<file path="config.mk">
export PLATFORM = sky130hd
export DESIGN_NAME = sram_port_arbiter
export DESIGN_NICKNAME = d
export VERILOG_FILES = /design/src/rtl/sram_arb_pkg.sv /design/src/rtl/sram_bank_decode.sv /design/src/rtl/sram_port_arbiter.sv
export SDC_FILE = /design/constraint.sdc
export NUM_CORES = 1
export LEC_CHECK = 0
export ABC_AREA = 1
export CORE_AREA = 2 2 116 118
export CTS_CLUSTER_DIAMETER = 150
export CTS_CLUSTER_SIZE = 12
export DETAILED_ROUTE_END_ITERATION = 12
export DIE_AREA = 0 0 118 120
export SYNTH_ARGS = -nofsm -noshare
export SYNTH_HDL_FRONTEND = slang
export SYNTH_HIERARCHICAL = 1
export SYNTH_SLANG_ARGS = --single-unit
</file>
<file path="constraint.sdc">
create_clock -name hclk -period 4.39 [get_ports hclk]
set_input_delay 0.878 -clock hclk [delete_from_list [all_inputs] [get_ports hclk]]
set_output_delay 0.878 -clock hclk [all_outputs]
set_load 0.02 [all_outputs]
</file>
<file path="src/rtl/sram_arb_pkg.sv">
// Shared types and constants for the two-port SRAM arbiter.
// State encoding, bank/address geometry and the per-port request bundle.
package sram_arb_pkg;

  typedef enum logic [1:0] {
    IDLE = 2'b00,
    OWN0 = 2'b01,
    OWN1 = 2'b10
  } arb_state_e;

  localparam int SRAM_AW  = 13;
  localparam int BANK_BIT = 15;

  typedef struct packed {
    logic        req;
    logic        lock;
    logic        we;
    logic [15:0] addr;
    logic [3:0]  be;
    logic [31:0] wdata;
  } port_req_t;

endpackage

</file>
<file path="src/rtl/sram_bank_decode.sv">
// Byte-lane enable steering onto bank 0 (SRAM0-3) or bank 1 (SRAM4-7).
// Purely combinational; no enables when there is no access.
module sram_bank_decode (
  input  logic       bank,
  input  logic [3:0] be,
  input  logic       en,
  output logic [3:0] bank0_sel,
  output logic [3:0] bank1_sel
);

  always_comb begin
    bank0_sel = '0;
    bank1_sel = '0;
    if (en) begin
      if (bank) bank1_sel = be;
      else      bank0_sel = be;
    end
  end

endmodule

</file>
<file path="src/rtl/sram_port_arbiter.sv">
// Two-port round-robin SRAM arbiter with burst lock and 1-cycle read return.
// Define SRAM_ARB_FIXED_PRIO_EN for fixed priority (port 0 wins ties).
module sram_port_arbiter
  import sram_arb_pkg::*;
#(
  parameter int MAX_HOLD = 8,
  parameter int HOLD_W   = 4
) (
  input  logic               hclk,
  input  logic               hrst_n,
  input  logic               p0_req,
  input  logic               p1_req,
  input  logic               p0_lock,
  input  logic               p1_lock,
  input  logic               p0_we,
  input  logic               p1_we,
  input  logic [15:0]        p0_addr,
  input  logic [15:0]        p1_addr,
  input  logic [3:0]         p0_be,
  input  logic [3:0]         p1_be,
  input  logic [31:0]        p0_wdata,
  input  logic [31:0]        p1_wdata,
  output logic               p0_gnt,
  output logic               p1_gnt,
  output logic               p0_rvalid,
  output logic               p1_rvalid,
  output logic [31:0]        p0_rdata,
  output logic [31:0]        p1_rdata,
  input  logic [7:0]         sram0_q,
  input  logic [7:0]         sram1_q,
  input  logic [7:0]         sram2_q,
  input  logic [7:0]         sram3_q,
  input  logic [7:0]         sram4_q,
  input  logic [7:0]         sram5_q,
  input  logic [7:0]         sram6_q,
  input  logic [7:0]         sram7_q,
  output logic               sram_we,
  output logic [SRAM_AW-1:0] sram_addrout,
  output logic [31:0]        sram_wdata,
  output logic [3:0]         sram_bank0_sel,
  output logic [3:0]         sram_bank1_sel
);

  localparam logic [HOLD_W-1:0] HOLD_MAX = HOLD_W'(MAX_HOLD);

  arb_state_e        state_q, state_d;
  logic              last_win_q, last_win_d;
  logic [HOLD_W-1:0] hold_cnt_q, hold_cnt_d;
  logic              rd_pend_q, rd_pend_d;
  logic              rd_port_q, rd_port_d;
  logic              rd_bank_q, rd_bank_d;

  port_req_t p0, p1, sel;
  logic      gnt0, gnt1, any_gnt;
  logic      unused_addr;
  logic [31:0] rd_word;

  assign p0 = {p0_req, p0_lock, p0_we, p0_addr, p0_be, p0_wdata};
  assign p1 = {p1_req, p1_lock, p1_we, p1_addr, p1_be, p1_wdata};

  // A saturated owner yields at once to a waiting peer
  always_comb begin
    gnt0 = 1'b0;
    gnt1 = 1'b0;
    unique case (state_q)
      OWN0: begin
        if (hold_cnt_q == HOLD_MAX && p1.req) gnt1 = 1'b1;
        else                                  gnt0 = p0.req;
      end
      OWN1: begin
        if (hold_cnt_q == HOLD_MAX && p0.req) gnt0 = 1'b1;
        else                                  gnt1 = p1.req;
      end
      default: begin
        gnt0 = p0.req;
        gnt1 = p1.req;
        if (p0.req && p1.req) begin
`ifdef SRAM_ARB_FIXED_PRIO_EN
          gnt1 = 1'b0;
`else
          gnt0 = last_win_q;
          gnt1 = !last_win_q;
`endif
        end
      end
    endcase
  end

  assign any_gnt     = gnt0 | gnt1;
  assign sel         = gnt1 ? p1 : p0;
  assign unused_addr = ^sel.addr[14:13];

  always_comb begin
    state_d    = IDLE;
    hold_cnt_d = '0;
    last_win_d = last_win_q;
    rd_pend_d  = any_gnt & ~sel.we;
    rd_port_d  = gnt1;
    rd_bank_d  = sel.addr[BANK_BIT];
    if (any_gnt) begin
      last_win_d = gnt1;
      if (sel.lock) begin
        state_d = gnt1 ? OWN1 : OWN0;
        if (state_q == state_d)
          hold_cnt_d = (hold_cnt_q == HOLD_MAX) ?
                       HOLD_MAX : hold_cnt_q + 1'b1;
        else
          hold_cnt_d = HOLD_W'(1);
      end
    end
  end

  always_ff @(posedge hclk or negedge hrst_n) begin
    if (!hrst_n) begin
      state_q    <= IDLE;
      last_win_q <= 1'b1;
      hold_cnt_q <= '0;
      rd_pend_q  <= 1'b0;
      rd_port_q  <= 1'b0;
      rd_bank_q  <= 1'b0;
    end else begin
      state_q    <= state_d;
      last_win_q <= last_win_d;
      hold_cnt_q <= hold_cnt_d;
      rd_pend_q  <= rd_pend_d;
      rd_port_q  <= rd_port_d;
      rd_bank_q  <= rd_bank_d;
    end
  end

  assign p0_gnt       = gnt0;
  assign p1_gnt       = gnt1;
  assign sram_we      = any_gnt & sel.we;
  assign sram_addrout = any_gnt ? sel.addr[SRAM_AW-1:0] : '0;
  assign sram_wdata   = any_gnt ? sel.wdata : '0;

  sram_bank_decode u_dec (
    .bank      (sel.addr[BANK_BIT]),
    .be        (sel.be),
    .en        (any_gnt),
    .bank0_sel (sram_bank0_sel),
    .bank1_sel (sram_bank1_sel)
  );

  assign rd_word = rd_bank_q ?
                   {sram7_q, sram6_q, sram5_q, sram4_q} :
                   {sram3_q, sram2_q, sram1_q, sram0_q};

  assign p0_rvalid = rd_pend_q & ~rd_port_q;
  assign p1_rvalid = rd_pend_q &  rd_port_q;
  assign p0_rdata  = p0_rvalid ? rd_word : '0;
  assign p1_rdata  = p1_rvalid ? rd_word : '0;

endmodule

</file>
* Yosys cells after proc, flatten, opt, wreduce, memory -nomap -nowiden
Index checks and enable logic that the tools add are counted.
Operators by class: add/subtract/negate cells 1, $mul 0, div/mod/pow operators 0, order comparisons 0, equality and inequality tests 4, shifts and indexed selects 0, muxes and demuxes 25, bitwise operators 7, reduce and logical (&&, ||, !) cells 4
Operators with widths (number):
- 32-bit two-way mux | 4
- 54-bit two-way mux | 1
- 4-bit two-way mux | 8
- 13-bit two-way mux | 1
- 1-bit two-way mux | 6
- 2-bit two-way mux | 3
- 4-bit by 1-bit adder with 4-bit output, second input constant | 1
- 1-bit bitwise AND | 4
- 4-bit == test, second input constant | 1
- 1-bit one-hot mux with 2 select lines | 2
- 1-bit logical AND | 3
- 2-bit by 1-bit == test with 1-bit output, second input constant | 1
- 2-bit == test | 1
- 2-bit == test, second input constant | 1
- 1-bit inverter | 2
- 1-bit logical NOT | 1
- 1-bit bitwise OR | 1
Storage, ports and cells: register bits after elaboration 10, latch bits 0, RAM bits 0, ROM bits 0, output and inout port bits 122, logic and storage cells 47, memories kept 0

* Depth between registers and ports, before layout
Gate-level depths: netlist of the first run.
word-level depth 9, depth in mapped cells 14, mapped depth without buffers 13

* Modules after synthesis
The synthesis of the first run kept the hierarchy.
Modules (own cells, without submodules):
- sram_port_arbiter | times used 1, cells an instance 448, area an instance 2357.3 µm², seq. area each 251.5 µm²
- sram_bank_decode | times used 1, cells an instance 15, area an instance 56.3 µm², seq. area each 0.0 µm²

* Worst setup path before layout of the first run
OpenSTA, ideal clock, no wires.
kind input to output, start in p1_req, end out sram_bank1_sel[0], data arrival time 2.064 ns, slack 1.448 ns, stages on the path 10, path through inv_1 a21oi_1 or2_1 nand2_2 buf_6 buf_6 nand2_1 nand2_1 nand2_1 nor2_1
RTL lines:
- start: declaration | RTL line sram_port_arbiter.sv:12 | input logic p1_req,
- end: declaration | RTL line sram_port_arbiter.sv:41 | output logic [3:0] sram_bank1_sel

==> results of run 1 <==
[worst register-to-register path: cells and delay by family (launching register included)]
kind,cells,cell delay (ns)
AO/OA/AOI/OAI,1,0.12
adder cells (fa/ha/maj),1,0.32
buffers and inverters,3,0.43
flip-flops,1,0.38
AND/OR/NAND/NOR,4,0.63
[synthesized netlist by cell type (2+ instances only)]
master      n  area share
buf_2       5       0.010
buf_4       6       0.019
buf_6       6       0.028
buf_8       2       0.012
clkbuf_1    7       0.011
dfrtp_1     9       0.093
ha_1        4       0.021
inv_1      65        0.10
mux2i_1    32        0.13
nand2_1   196        0.30
nand2_2    23       0.060
nand3_1     8       0.017
nand3_2     4       0.017
nand4_1     2      0.0052
nor2_1     83        0.13
[cell type report]
type                            count  area (um^2)  share of cell area
Multi-Input combinational cell    362         1720               0.311
Inverter                           65          244              0.0440
Timing Repair Buffer              299         3020               0.544
Tap cell                          176          220              0.0397
Sequential cell                    10          253              0.0456
Clock buffer                        4         88.8              0.0160
[power groups by stage]
| stage | combinational [W] | sequential (W) | clock (W) |
|---|---|---|---|
| 6_report | 0.00320 | 0.000221 | 0.000179 |
| 5_1_grt | 0.00347 | 0.000231 | 0.000190 |
| 4_1_cts | 0.00325 | 0.000222 | 0.000182 |
| 3_5_place_dp | 0.00323 | 0.000224 | 0 |
| 3_3_place_gp | 0.00321 | 0.000220 | 0 |
| 2_1_floorplan | 0.00201 | 0.000144 | 0 |
[metal layers]
layer	wire length (um)	up-vias	track usage
li1	-	1907	-
met1	4330	1620	0.158
met4	215	0	0.0301
met3	990	14	0.0475
met5	0	-	0
met2	6130	175	0.305
[path summary, 6_finish.rpt]
kind,slack [ns],endpoint,from,depth (start not counted)
worst max-delay path,0.36,sram_bank0_sel[3],p1_req,12
worst min-delay path,0.49,last_win_q$_DFFE_PN1P_,last_win_q$_DFFE_PN1P_,2
worst max register to register,2.44,rd_pend_q$_DFF_PN0_,state_q[0]$_DFF_PN0_,9
worst min register to register,0.49,last_win_q$_DFFE_PN1P_,last_win_q$_DFFE_PN1P_,2
max in group asynchronous,3.08,rd_bank_q$_DFF_PN0_,hrst_n,1
min in group asynchronous,0.97,hold_cnt_q[3]$_DFF_PN0_,hrst_n,1
[state kept, by name (all words and copies together) (netlist names)]
| register | count |
|---|---|
| last_win_q | 1 |
| rd_bank_q | 1 |
| rd_port_q | 1 |
| rd_pend_q | 1 |
| state_q | 2 |
| hold_cnt_q | 4 |
[through the flow]
step | area [um^2] | setup WS (ns) | util
floorplan | 2410 | 1.45 | -
global placement | 5460 | 0.369 | 0.420
detailed placement | 5460 | 0.338 | 0.420
CTS | 5550 | 0.329 | 0.427
global route | 5550 | 0.141 | 0.427
finish | 5550 | 0.361 | 0.427
[cell usage in the layout, fill, tap and decap left out, types with 2 or more instances in the layout]
| master | instances |
|---|---|
| nand2_2 | 23 |
| nand3_1 | 8 |
| nand4_1 | 2 |
| inv_1 | 65 |
| nor2_1 | 83 |
| buf_4 | 3 |
| ha_1 | 4 |
| nand3_2 | 4 |
| mux2i_1 | 32 |
| clkbuf_16 | 3 |
| buf_12 | 3 |
| clkdlybuf4s50_1 | 293 |
| dfrtp_1 | 8 |
| nand2_1 | 196 |
[cell families (layout without fill, tap and decap cells)]
| kind of cell | after synthesis | count (layout) | synth area share |
|---|---|---|---|
| buf+inv | 91 | 368 | 0.181 |
| mux | 32 | 32 | 0.133 |
| fa+ha+maj | 4 | 4 | 0.0207 |
| simple gates | 322 | 322 | 0.551 |
| flops | 10 | 10 | 0.104 |
| compound gates | 3 | 3 | 0.00621 |
| xor+xnor | 1 | 1 | 0.00363 |
==> impl_summary.log, run 1 <==
INFO  metric run_status = finished, final reports clean
INFO  metric fin_setup_tns = 0 ns
INFO  metric die_area = ~14000 um^2
INFO  metric timing.critical_path.to_type = output pin
INFO  metric initial_core_util = 0.186
INFO  metric peak_supply_drop = ~0.00034 V
INFO  metric critical-path-max-stage-delay = roughly 0.62 ns
INFO  metric report.power.total = about 0.0036 W
INFO  metric ys_types = 26
INFO  metric rsz0062_at_grt = false
INFO  metric synthesis.area = roughly 2400 um^2
INFO  metric drtIter0Drc = 93
INFO  metric die_w = about 120 um
INFO  metric synthesis.instances = 463
INFO  metric comb_power_share = 0.889
INFO  metric power_switching_share = 0.534
INFO  metric final-instance-count-excl-fill = 916
INFO  metric critical_path_fanout_max = 9
INFO  metric finalCritPeriodShare = 0.918
INFO  metric finalSetupViolations = 0
INFO  metric hold_violations = 0
INFO  metric crit_path_start_kind = input pin
INFO  metric drive_gt1_frac = 0.0568
INFO  metric path_common_cell = nand2_1
INFO  metric critical_path.slowest_cell = clkdlybuf4s50_1
INFO  metric pin_count = roughly 300
INFO  metric cts_tree = done
INFO  metric remaining_drc_errors = 0
INFO  metric max-clock-path-buffers = 2
INFO  metric cts_sinks = 10
INFO  metric power-per-cell-area = 650 nW/um^2
INFO  metric route.final.wire_length = roughly 12000 um
INFO  metric mappedNetlistNets = 643
INFO  metric grt_first_pass_wirelength = 17800 um
INFO  metric critPathBufInv = 5
INFO  metric detailedRoute.firstPassIterationCount = 6
INFO  metric tightestPinTransition = between 1 and 1.5 ns
INFO  metric dp_cells = just over 900
INFO  metric final_nets = ~900
INFO  metric gp_congestion = slightly below 0.8
INFO  metric ctsHtreeMaxLevel = 1
INFO  metric die_y = between 100 and 150 um
INFO  metric number_of_synthesized_flops_with_an_enable_pin = 0
INFO  metric fillers = roughly 1400
INFO  metric max_slew_headroom = 0.222
INFO  metric postRouteAntennaNets = 0
INFO  metric core-area = around 13000 um^2
INFO  metric cpLargestDelayFamily = buffers and inverters
INFO  metric cts_repair_resize_count = 0
INFO  metric vias_per_cell = between 4 and 5
INFO  metric max_cap_violations = 0
INFO  metric wire_per_inst = approximately 13 um
INFO  metric timing.clock.skew = 0.000551 ns
INFO  metric post-dp-hpwl = between 9000 and 10000 um
INFO  metric grtUsageTotal = 0.154
INFO  metric cts_post_setup_buffers_inserted = 0
INFO  metric criticalPathCategory = input pin to output pin
INFO  metric timing.hold.ws = roughly 0.49 ns
INFO  metric power.static_leakage = 2.74 nW
INFO  metric cp_cell_sequence = clkdlybuf4s50_1 -> inv_1 -> a21oi_1 -> or2_1 -> nand2_2 -> buf_4 -> nand2_1 -> nand2_1 -> inv_1 -> nand2_1 -> nor2_1 -> clkdlybuf4s50_1
INFO  metric fmaxAchievable = 248 MHz
INFO  metric internal-power = between 0.0015 and 0.002 W
INFO  metric antenna_found_initial = 0
INFO  metric postSynthRegisterBits = 10
INFO  metric clk_root_buffer_cell = clkbuf_16
INFO  metric postCtsHoldBufs = 0
INFO  metric clock_latency = 0.23 ns
INFO  metric clock_buffers_created_by_tritoncts = 3
INFO  metric timing.critical_path.required = 3.51 ns
INFO  metric p_clk_frac = 0.050
INFO  metric cell_row_count = 42
INFO  metric antennaDiodeCount = 0
INFO  metric synth_ff_type = dfrtp_1
INFO  metric via_count_of_the_first_global_routing_pass = between 3000 and 4000
INFO  metric clk_transition_reported_paths = about 0.040 ns
INFO  metric portBuffers = approximately 300
INFO  metric power.switching = between 0.0015 and 0.002 W
INFO  metric final_max_slew_viol_count = 0
INFO  metric sequential_cell_area_fraction_in_the_yosys_report = 0.104
INFO  metric pwr-share-seq = 0.061
INFO  metric grt_max_degree = 47
INFO  metric fin_crit = 4.03 ns
INFO  metric detailroute.via_count = 3716
INFO  metric hold_class = flop to flop
INFO  metric ys_async_sr_fraction = 1.00
INFO  metric grt.overflow.total = 0
INFO  metric mean_syn_cell_area = ~5.2 um^2
INFO  metric critical_path_arrival = 3.15 ns
INFO  metric yosys_warnings = 6
INFO  metric flow.area_growth_from_synthesis = 130%
Note: power is estimated with default switching activity, not from simulation.
==> inputs of run 2 (changes only) <==
Settings changed: GPL_TIMING_DRIVEN set to 0.
==> run 2 against run 1 <==
Compared with the run above: register-to-register slack improved by 0.12 ns; via count increased by 2.5%; utilization is 0.77 points higher; largest cell class unchanged; highest routed layer unchanged.
==> impl_summary.log, run 2 (synthesized netlist as in run 1, its figures left out) <==
INFO  metric flow.area_growth_from_synthesis = 134%
INFO  metric cell_row_count = 42 (unchanged)
INFO  metric fillers = 1353 (unchanged)
INFO  metric power-per-cell-area = 661 nW/um^2 (+1.7%)
INFO  metric timing.critical_path.to_type = output pin
INFO  metric post-dp-hpwl = 10600 um (+7.2%)
INFO  metric timing.clock.skew = 0.00271 ns (+0.00216 ns)
INFO  metric final_nets = 941 (+2.2%)
INFO  metric cpLargestDelayFamily = buffers and inverters
INFO  metric cts_sinks = 10 (unchanged)
INFO  metric wire_per_inst = 12.8 um (+0.73%)
INFO  metric postRouteAntennaNets = 0 (unchanged)
INFO  metric die_y = 120 um (unchanged)
INFO  metric clock_buffers_created_by_tritoncts = 3 (unchanged)
INFO  metric antennaDiodeCount = 0 (unchanged)
INFO  metric max_reg_flops = 4 (unchanged)
INFO  metric grtUsageTotal = 0.158 (+0.00478)
INFO  metric reg2reg_to = rd_bank_q$_DFF_PN0_
INFO  metric cp_cell_sequence = clkdlybuf4s50_1 -> inv_1 -> a21oi_1 -> or2_1 -> nand2_2 -> buf_6 -> buf_6 -> nand2_1 -> nand2_1 -> inv_1 -> nand2_1 -> nor2_1 -> clkdlybuf4s50_1
INFO  metric dp_cells = 932 (+2.2%)
INFO  metric gp_congestion = 0.879 (+12%)
INFO  metric peak_supply_drop = 0.000392 V (+16%)
INFO  metric hold_path_end = last_win_q$_DFFE_PN1P_
INFO  metric remaining_drc_errors = 0 (unchanged)
INFO  metric leading_cell_types_in_the_layout_fill_and_taps_excluded = clkdlybuf4s50_1, nand2_1, nor2_1
INFO  metric portBuffers = 293 (unchanged)
INFO  metric crit-reg2reg-launch = state_q[0]$_DFF_PN0_
INFO  metric grt.overflow.total = 0 (unchanged)
INFO  metric power.static_leakage = 2.80 nW (+2.3%)
INFO  metric clk_transition_reported_paths = 0.04 ns (about the same)
INFO  metric multi_input_comb_area = 1720 um^2 (unchanged)
INFO  metric pwr-share-seq = 0.040 (-0.021)
INFO  metric timing.hold.ws = 0.484 ns (-0.00820 ns)
INFO  metric antenna_found_initial = 0 (unchanged)
INFO  metric worstHoldPathCells = 2 (unchanged)
INFO  metric drtIter0Drc = 98 (+5.4%)
INFO  metric final_max_slew_viol_count = 0 (unchanged)
INFO  metric max-clock-path-buffers = 2 (unchanged)
INFO  metric initial_core_util = 0.186 (unchanged)
INFO  metric grt_max_degree = 12 (-74%)
INFO  metric timing.reg2reg.worst_path_depth = 9 (unchanged)
INFO  metric final_common_cell = clkdlybuf4s50_1
INFO  metric hold_class = flop to flop
INFO  metric rsz0062_at_grt = false
INFO  metric cts_post_setup_buffers_inserted = 0 (unchanged)
INFO  metric drive_gt1_frac = 0.0697 (+0.0130)
INFO  metric rrSetupSlack = 2.56 ns (+0.12 ns)
INFO  metric finalCritPeriodShare = 0.955 (+0.0372)
INFO  metric fin_crit = 4.19 ns (+0.163 ns)
INFO  metric largest_registers = hold_cnt_q (4), state_q (2)
INFO  metric core-area = 13000 um^2 (unchanged)
INFO  metric crit_path_start_kind = input pin
INFO  metric grt_first_pass_wirelength = 18300 um (+2.8%)
INFO  metric p_clk_frac = 0.043 (-0.007)
INFO  metric detailedRoute.firstPassIterationCount = 4 (-2)
INFO  metric die_w = 118 um (unchanged)
INFO  metric timing.critical_path.required = 3.51 ns (about the same)
INFO  metric hold_violations = 0 (unchanged)
INFO  metric clk_root_buffer_cell = clkbuf_16
INFO  metric postCtsHoldBufs = 0 (unchanged)
INFO  metric ff_latch_area = 251 um^2 (-0.49%)
INFO  metric cts_tree = done
INFO  metric max_flop_register = hold_cnt_q
INFO  metric max_cap_violations = 0 (unchanged)
INFO  metric critPathBufInv = 6 (+1)
INFO  metric power_switching_share = 0.530 (-0.00392)
INFO  metric critical_path.slowest_cell = clkdlybuf4s50_1
INFO  metric via_count_of_the_first_global_routing_pass = 3791 (+5.4%)
INFO  metric fin_setup_tns = 0 ns (unchanged)
INFO  metric clock_latency = 0.23 ns (about the same)
INFO  metric critical_path_arrival = 3.31 ns (+0.16 ns)
INFO  metric final-instance-count-excl-fill = 936 (+2.2%)
INFO  metric internal-power = 0.00176 W (+4.5%)
INFO  metric critical-path-max-stage-delay = 0.64 ns (+0.02 ns)
INFO  metric critical_path_fanout_max = 10 (+1)
INFO  metric route.final.wire_length = 12000 um (+2.9%)
INFO  metric detailroute.via_count = 3808 (+2.5%)
INFO  metric vias_per_cell = 4.07 (+0.29%)
INFO  metric worstHoldStart = last_win_q$_DFFE_PN1P_
INFO  metric ctsHtreeMaxLevel = 1 (unchanged)
INFO  metric die_area = 14200 um^2 (unchanged)
INFO  metric finalSetupViolations = 0 (unchanged)
INFO  metric path_common_cell = nand2_1
INFO  metric power.switching = 0.00198 W (+2.8%)
INFO  metric pin_count = 298 (unchanged)
INFO  metric tightestPinTransition = 0.491 ns (-0.674 ns)
INFO  metric fmaxAchievable = 238 MHz (-3.9%)
INFO  metric max_slew_headroom = 0.673 (+0.451)
INFO  metric run_status = finished, final reports clean
INFO  metric criticalPathCategory = input pin to output pin
INFO  metric cts_repair_resize_count = 0 (unchanged)
INFO  metric comb_power_share = 0.917 (+0.028)
[run 2: cell count changes in the layout (fill, tap and decap cells not counted), sizes merged]
cell and change:
clkbuf +7, buf +13
[run 2: per-layer routing]
metal	global-route usage	routed length, um	vias to the layer above
met2	0.311	6200	184
met5	0	0	-
met3	0.0323	817	25
met1	0.169	4660	1645
met4	0.0474	320	0
li1	-	-	1954
[run 2: how the worst max path moves through the flow]
stage,endpoint,cells after the start,start,slack [ns]
3_3_place_gp,sram_bank1_sel[3],11,p0_req,0.22
3_5_place_dp,sram_bank1_sel[1],11,p0_req,0.18
2_1_floorplan,sram_bank1_sel[0],10,p1_req,1.45
5_1_grt,sram_bank0_sel[1],13,p1_req,0.02
4_1_cts,sram_bank1_sel[3],11,p0_req,0.17
6_report,sram_bank0_sel[0],13,p1_req,0.20
[run 2: worst reg2reg max path: stages, from the launching register on]
cell	delay [ns]
dfrtp_1	0.37
inv_1	0.07
ha_1	0.31
inv_1	0.09
or2_1	0.27
nand2_2	0.11
buf_6	0.18
buf_6	0.17
nand2_1	0.06
nand2_1	0.12
[run 2: final cells by class]
cell class              instances  area share
repair buffers                293       0.520
well taps                     176      0.0390
plain buffers                  26      0.0344
flip-flops and latches         10      0.0445
multi-input cells             362       0.305
clock buffers                   4      0.0140
inverters                      65      0.0432
[run 2: power groups by stage]
stage	clock (W)	sequential (W)	combinational [W]
after CTS	0.000165	0.000148	0.00347
final	0.000160	0.000149	0.00342
after floorplan	0	0.000144	0.00201
after global routing	0.000169	0.000153	0.00370
after global placement	0	0.000149	0.00343
after detailed placement	0	0.000150	0.00345
[run 2: per-stage QoR]
step | total power, W | worst slack [ns] | cell area (um^2) | util
2_1_floorplan | 0.00216 | 1.45 | 2410 | -
3_3_place_gp | 0.00357 | 0.220 | 5570 | 0.429
3_5_place_dp | 0.00360 | 0.182 | 5570 | 0.429
4_1_cts | 0.00378 | 0.170 | 5650 | 0.435
5_1_grt | 0.00402 | 0.0229 | 5650 | 0.435
6_report | 0.00373 | 0.197 | 5650 | 0.435
==> inputs of run 3 (changes only) <==
Settings changed: PLACE_DENSITY set to 0.69, SYNTH_HIERARCHICAL 1 to unset.
==> run 3 against run 2 <==
Compared with the run above: die area unchanged; non-clock buffer count is the same; critical path depth decreased by 2; count of clock-buffer cells in the layout is the same; sequential share of layout area grew 0.060 points; utilization fell by 0.58 points; clock skew shrank 0.0014 ns; sequential power down 5%; power is 8.3% lower; largest power group unchanged.
==> impl_summary.log, run 3 <==
INFO  metric vias_per_cell = 4.00 (-1.7%)
INFO  metric detailedRoute.firstPassIterationCount = 4 (unchanged)
INFO  metric final_common_cell = clkdlybuf4s50_1
INFO  metric cts_sinks = 10 (unchanged)
INFO  metric via_count_of_the_first_global_routing_pass = 3613 (-4.7%)
INFO  metric postSynthRegisterBits = 10 (unchanged)
INFO  metric finalSetupViolations = 0 (unchanged)
INFO  metric clock_latency = 0.24 ns (about the same)
INFO  metric max_cap_violations = 0 (unchanged)
INFO  metric ys_async_sr_fraction = 1.00 (unchanged)
INFO  metric synthesis.instances = 456 (-1.5%)
INFO  metric drtIter0Drc = 84 (-14%)
INFO  metric hold_violations = 0 (unchanged)
INFO  metric synthesis.area = 2340 um^2 (-3.2%)
INFO  metric rsz0062_at_grt = false
INFO  metric final_max_slew_viol_count = 0 (unchanged)
INFO  metric die_y = 120 um (unchanged)
INFO  metric route.final.wire_length = 11400 um (-4.7%)
INFO  metric mean_syn_cell_area = 5.12 um^2 (-1.7%)
INFO  metric critical-path-max-stage-delay = 0.58 ns (-0.06 ns)
INFO  metric synth_ff_type = dfrtp_1
INFO  metric die_w = 118 um (unchanged)
INFO  metric ctsHtreeMaxLevel = 1 (unchanged)
INFO  metric antenna_found_initial = 1 (+1)
INFO  metric timing.critical_path.required = 3.51 ns (about the same)
INFO  metric timing.clock.skew = 0.00136 ns (-0.00135 ns)
INFO  metric grt_max_degree = 12 (unchanged)
INFO  metric timing.hold.ws = 0.534 ns (+0.0500 ns)
INFO  metric most_common_library_cells_after_synthesis = nand2_1, nor2_1, inv_1, mux2i_1, buf_2
INFO  metric cp_cell_sequence = clkdlybuf4s50_1 -> nand2_1 -> o21ai_1 -> inv_2 -> a21oi_4 -> nand2_2 -> buf_6 -> buf_6 -> nand2_1 -> inv_1 -> clkdlybuf4s50_1
INFO  metric finalCoreUtilization = 0.429 (-0.00578)
INFO  metric critical_path.slowest_cell = clkdlybuf4s50_1
INFO  metric mappedNetlistNets = 636 (-1.1%)
INFO  metric synth_area_leader = nand2_1
INFO  metric leading_cell_types_in_the_layout_fill_and_taps_excluded = clkdlybuf4s50_1, nand2_1, nor2_1
INFO  metric gp_congestion = 0.767 (-13%)
INFO  metric critical_path_arrival = 3.04 ns (-0.27 ns)
INFO  metric cts_post_setup_buffers_inserted = 0 (unchanged)
INFO  metric critical_path_fanout_max = 10 (unchanged)
INFO  metric clock_buffers_created_by_tritoncts = 3 (unchanged)
INFO  metric grt.overflow.total = 0 (unchanged)
INFO  metric postCtsHoldBufs = 0 (unchanged)
INFO  metric ys_types = 26 (unchanged)
INFO  metric yosys.cell_count.top_type = nand2_1
INFO  metric core-area = 13000 um^2 (unchanged)
INFO  metric fillers = 1382 (+2.1%)
INFO  metric synth_top_cell_area_share = 0.323 (+0.0182)
INFO  metric fmaxAchievable = 256 MHz (+7.1%)
INFO  metric pin_count = 298 (unchanged)
INFO  metric final_nets = 934 (-0.74%)
INFO  metric max_reg_flops = 4 (unchanged)
INFO  metric post-dp-hpwl = 9870 um (-6.8%)
INFO  metric grtUsageTotal = 0.154 (-0.00415)
INFO  metric wire_per_inst = 12.3 um (-4.1%)
INFO  metric detailroute.via_count = 3718 (-2.4%)
INFO  metric timing.critical_path.to_type = output pin
INFO  metric grt_first_pass_wirelength = 17700 um (-3.3%)
INFO  metric run_status = finished, final reports clean
INFO  metric power.static_leakage = 2.76 nW (-1.3%)
INFO  metric cts_tree = done
INFO  metric postRouteAntennaNets = 0 (unchanged)
INFO  metric die_area = 14200 um^2 (unchanged)
INFO  metric criticalPathCategory = input pin to output pin
INFO  metric tightestPinTransition = 0.489 ns (-0.00140 ns)
INFO  metric remaining_drc_errors = 0 (unchanged)
INFO  metric crit_path_start_kind = input pin
INFO  metric drive_gt1_frac = 0.0544 (-0.0153)
INFO  metric yosys_warnings = 0 (-6)
INFO  metric cell_row_count = 42 (unchanged)
INFO  metric finalCritPeriodShare = 0.892 (-0.0636)
INFO  metric clk_transition_reported_paths = 0.04 ns (about the same)
INFO  metric flow.area_growth_from_synthesis = 138%
INFO  metric portBuffers = 293 (unchanged)
INFO  metric peak_supply_drop = 0.000367 V (-6.3%)
INFO  metric fin_crit = 3.91 ns (-0.279 ns)
INFO  metric largest_registers = hold_cnt_q (4), state_q (2)
INFO  metric max_slew_headroom = 0.673 (about the same)
INFO  metric sequential_cell_area_fraction_in_the_yosys_report = 0.108 (+0.00346)
INFO  metric synth_area_leaders = nand2_1, mux2i_1, nor2_1
INFO  metric hold_class = flop to flop
INFO  metric ff_latch_area = 251 um^2 (unchanged)
INFO  metric clk_root_buffer_cell = clkbuf_16
INFO  metric initial_core_util = 0.180 (-0.00598)
INFO  metric fin_setup_tns = 0 ns (unchanged)
INFO  metric number_of_synthesized_flops_with_an_enable_pin = 0 (unchanged)
INFO  metric cts_repair_resize_count = 0 (unchanged)
INFO  metric max-clock-path-buffers = 2 (unchanged)
INFO  metric power-per-cell-area = 615 nW/um^2 (-7.1%)
INFO  metric multi_input_comb_area = 1680 um^2 (-2.7%)
INFO  metric max_flop_register = hold_cnt_q
## run 3: final cells by class
cell class / instances / share of cell area
Tap cell: 176 / 0.0395
Timing Repair Buffer: 293 / 0.527
Buffer: 26 / 0.0292
Antenna cell: 1 / 0.000449
Multi-Input combinational cell: 355 / 0.301
Sequential cell: 10 / 0.0451
Clock buffer: 4 / 0.0142
Inverter: 65 / 0.0438
## run 3: routing by layer
metal	track usage	share of wire
met1	0.152	0.37
met2	0.303	0.52
met3	0.0490	0.096
met4	0.0520	0.015
met5	0	0
## run 3: worst max-delay path: cells and delay by family
kind / cells / cell delay, ns
AO/OA/AOI/OAI: 2 / 0.35
AND/OR/NAND/NOR: 3 / 0.27
buffers and inverters: 6 / 1.53
## run 3: cells by family after synthesis
group	count (synthesis)	synth area share
compound gates	10	0.0273
xor+xnor	1	0.00375
fa+ha+maj	4	0.0214
buf+inv	91	0.174
flops	10	0.108
mux	32	0.137
simple gates	308	0.529
## run 3: stage by stage
step                      area (um^2)  total power [W]  cells  setup slack [ns]
final                            5570          0.00342    930             0.476
after global routing             5570          0.00372    930             0.245
after CTS                        5570          0.00348    929             0.430
after detailed placement         5490          0.00330    925             0.441
after global placement           5490          0.00329    925             0.452
after floorplan                  2340          0.00194    456              1.63
## run 3: final timing paths
path	from	endpoint	slack, ns	cells past startpoint
min in group asynchronous	hrst_n	rd_bank_q$_DFF_PN0_	0.97	1
hold / removal	last_win_q$_DFFE_PN1P_	last_win_q$_DFFE_PN1P_	0.53	2
max in group asynchronous	hrst_n	last_win_q$_DFFE_PN1P_	3.06	1
setup reg to reg	state_q[0]$_DFF_PN0_	hold_cnt_q[1]$_DFF_PN0_	2.55	10
setup / recovery	p1_req	sram_wdata[26]	0.48	11
hold reg to reg	last_win_q$_DFFE_PN1P_	last_win_q$_DFFE_PN1P_	0.53	2
## run 3: power by group
group          total [W]  internal [W]  switching [W]
sequential      0.000141      0.000125      0.0000160
combinational    0.00312       0.00138        0.00174
clock           0.000164      0.000122      0.0000426
total            0.00342       0.00162        0.00180
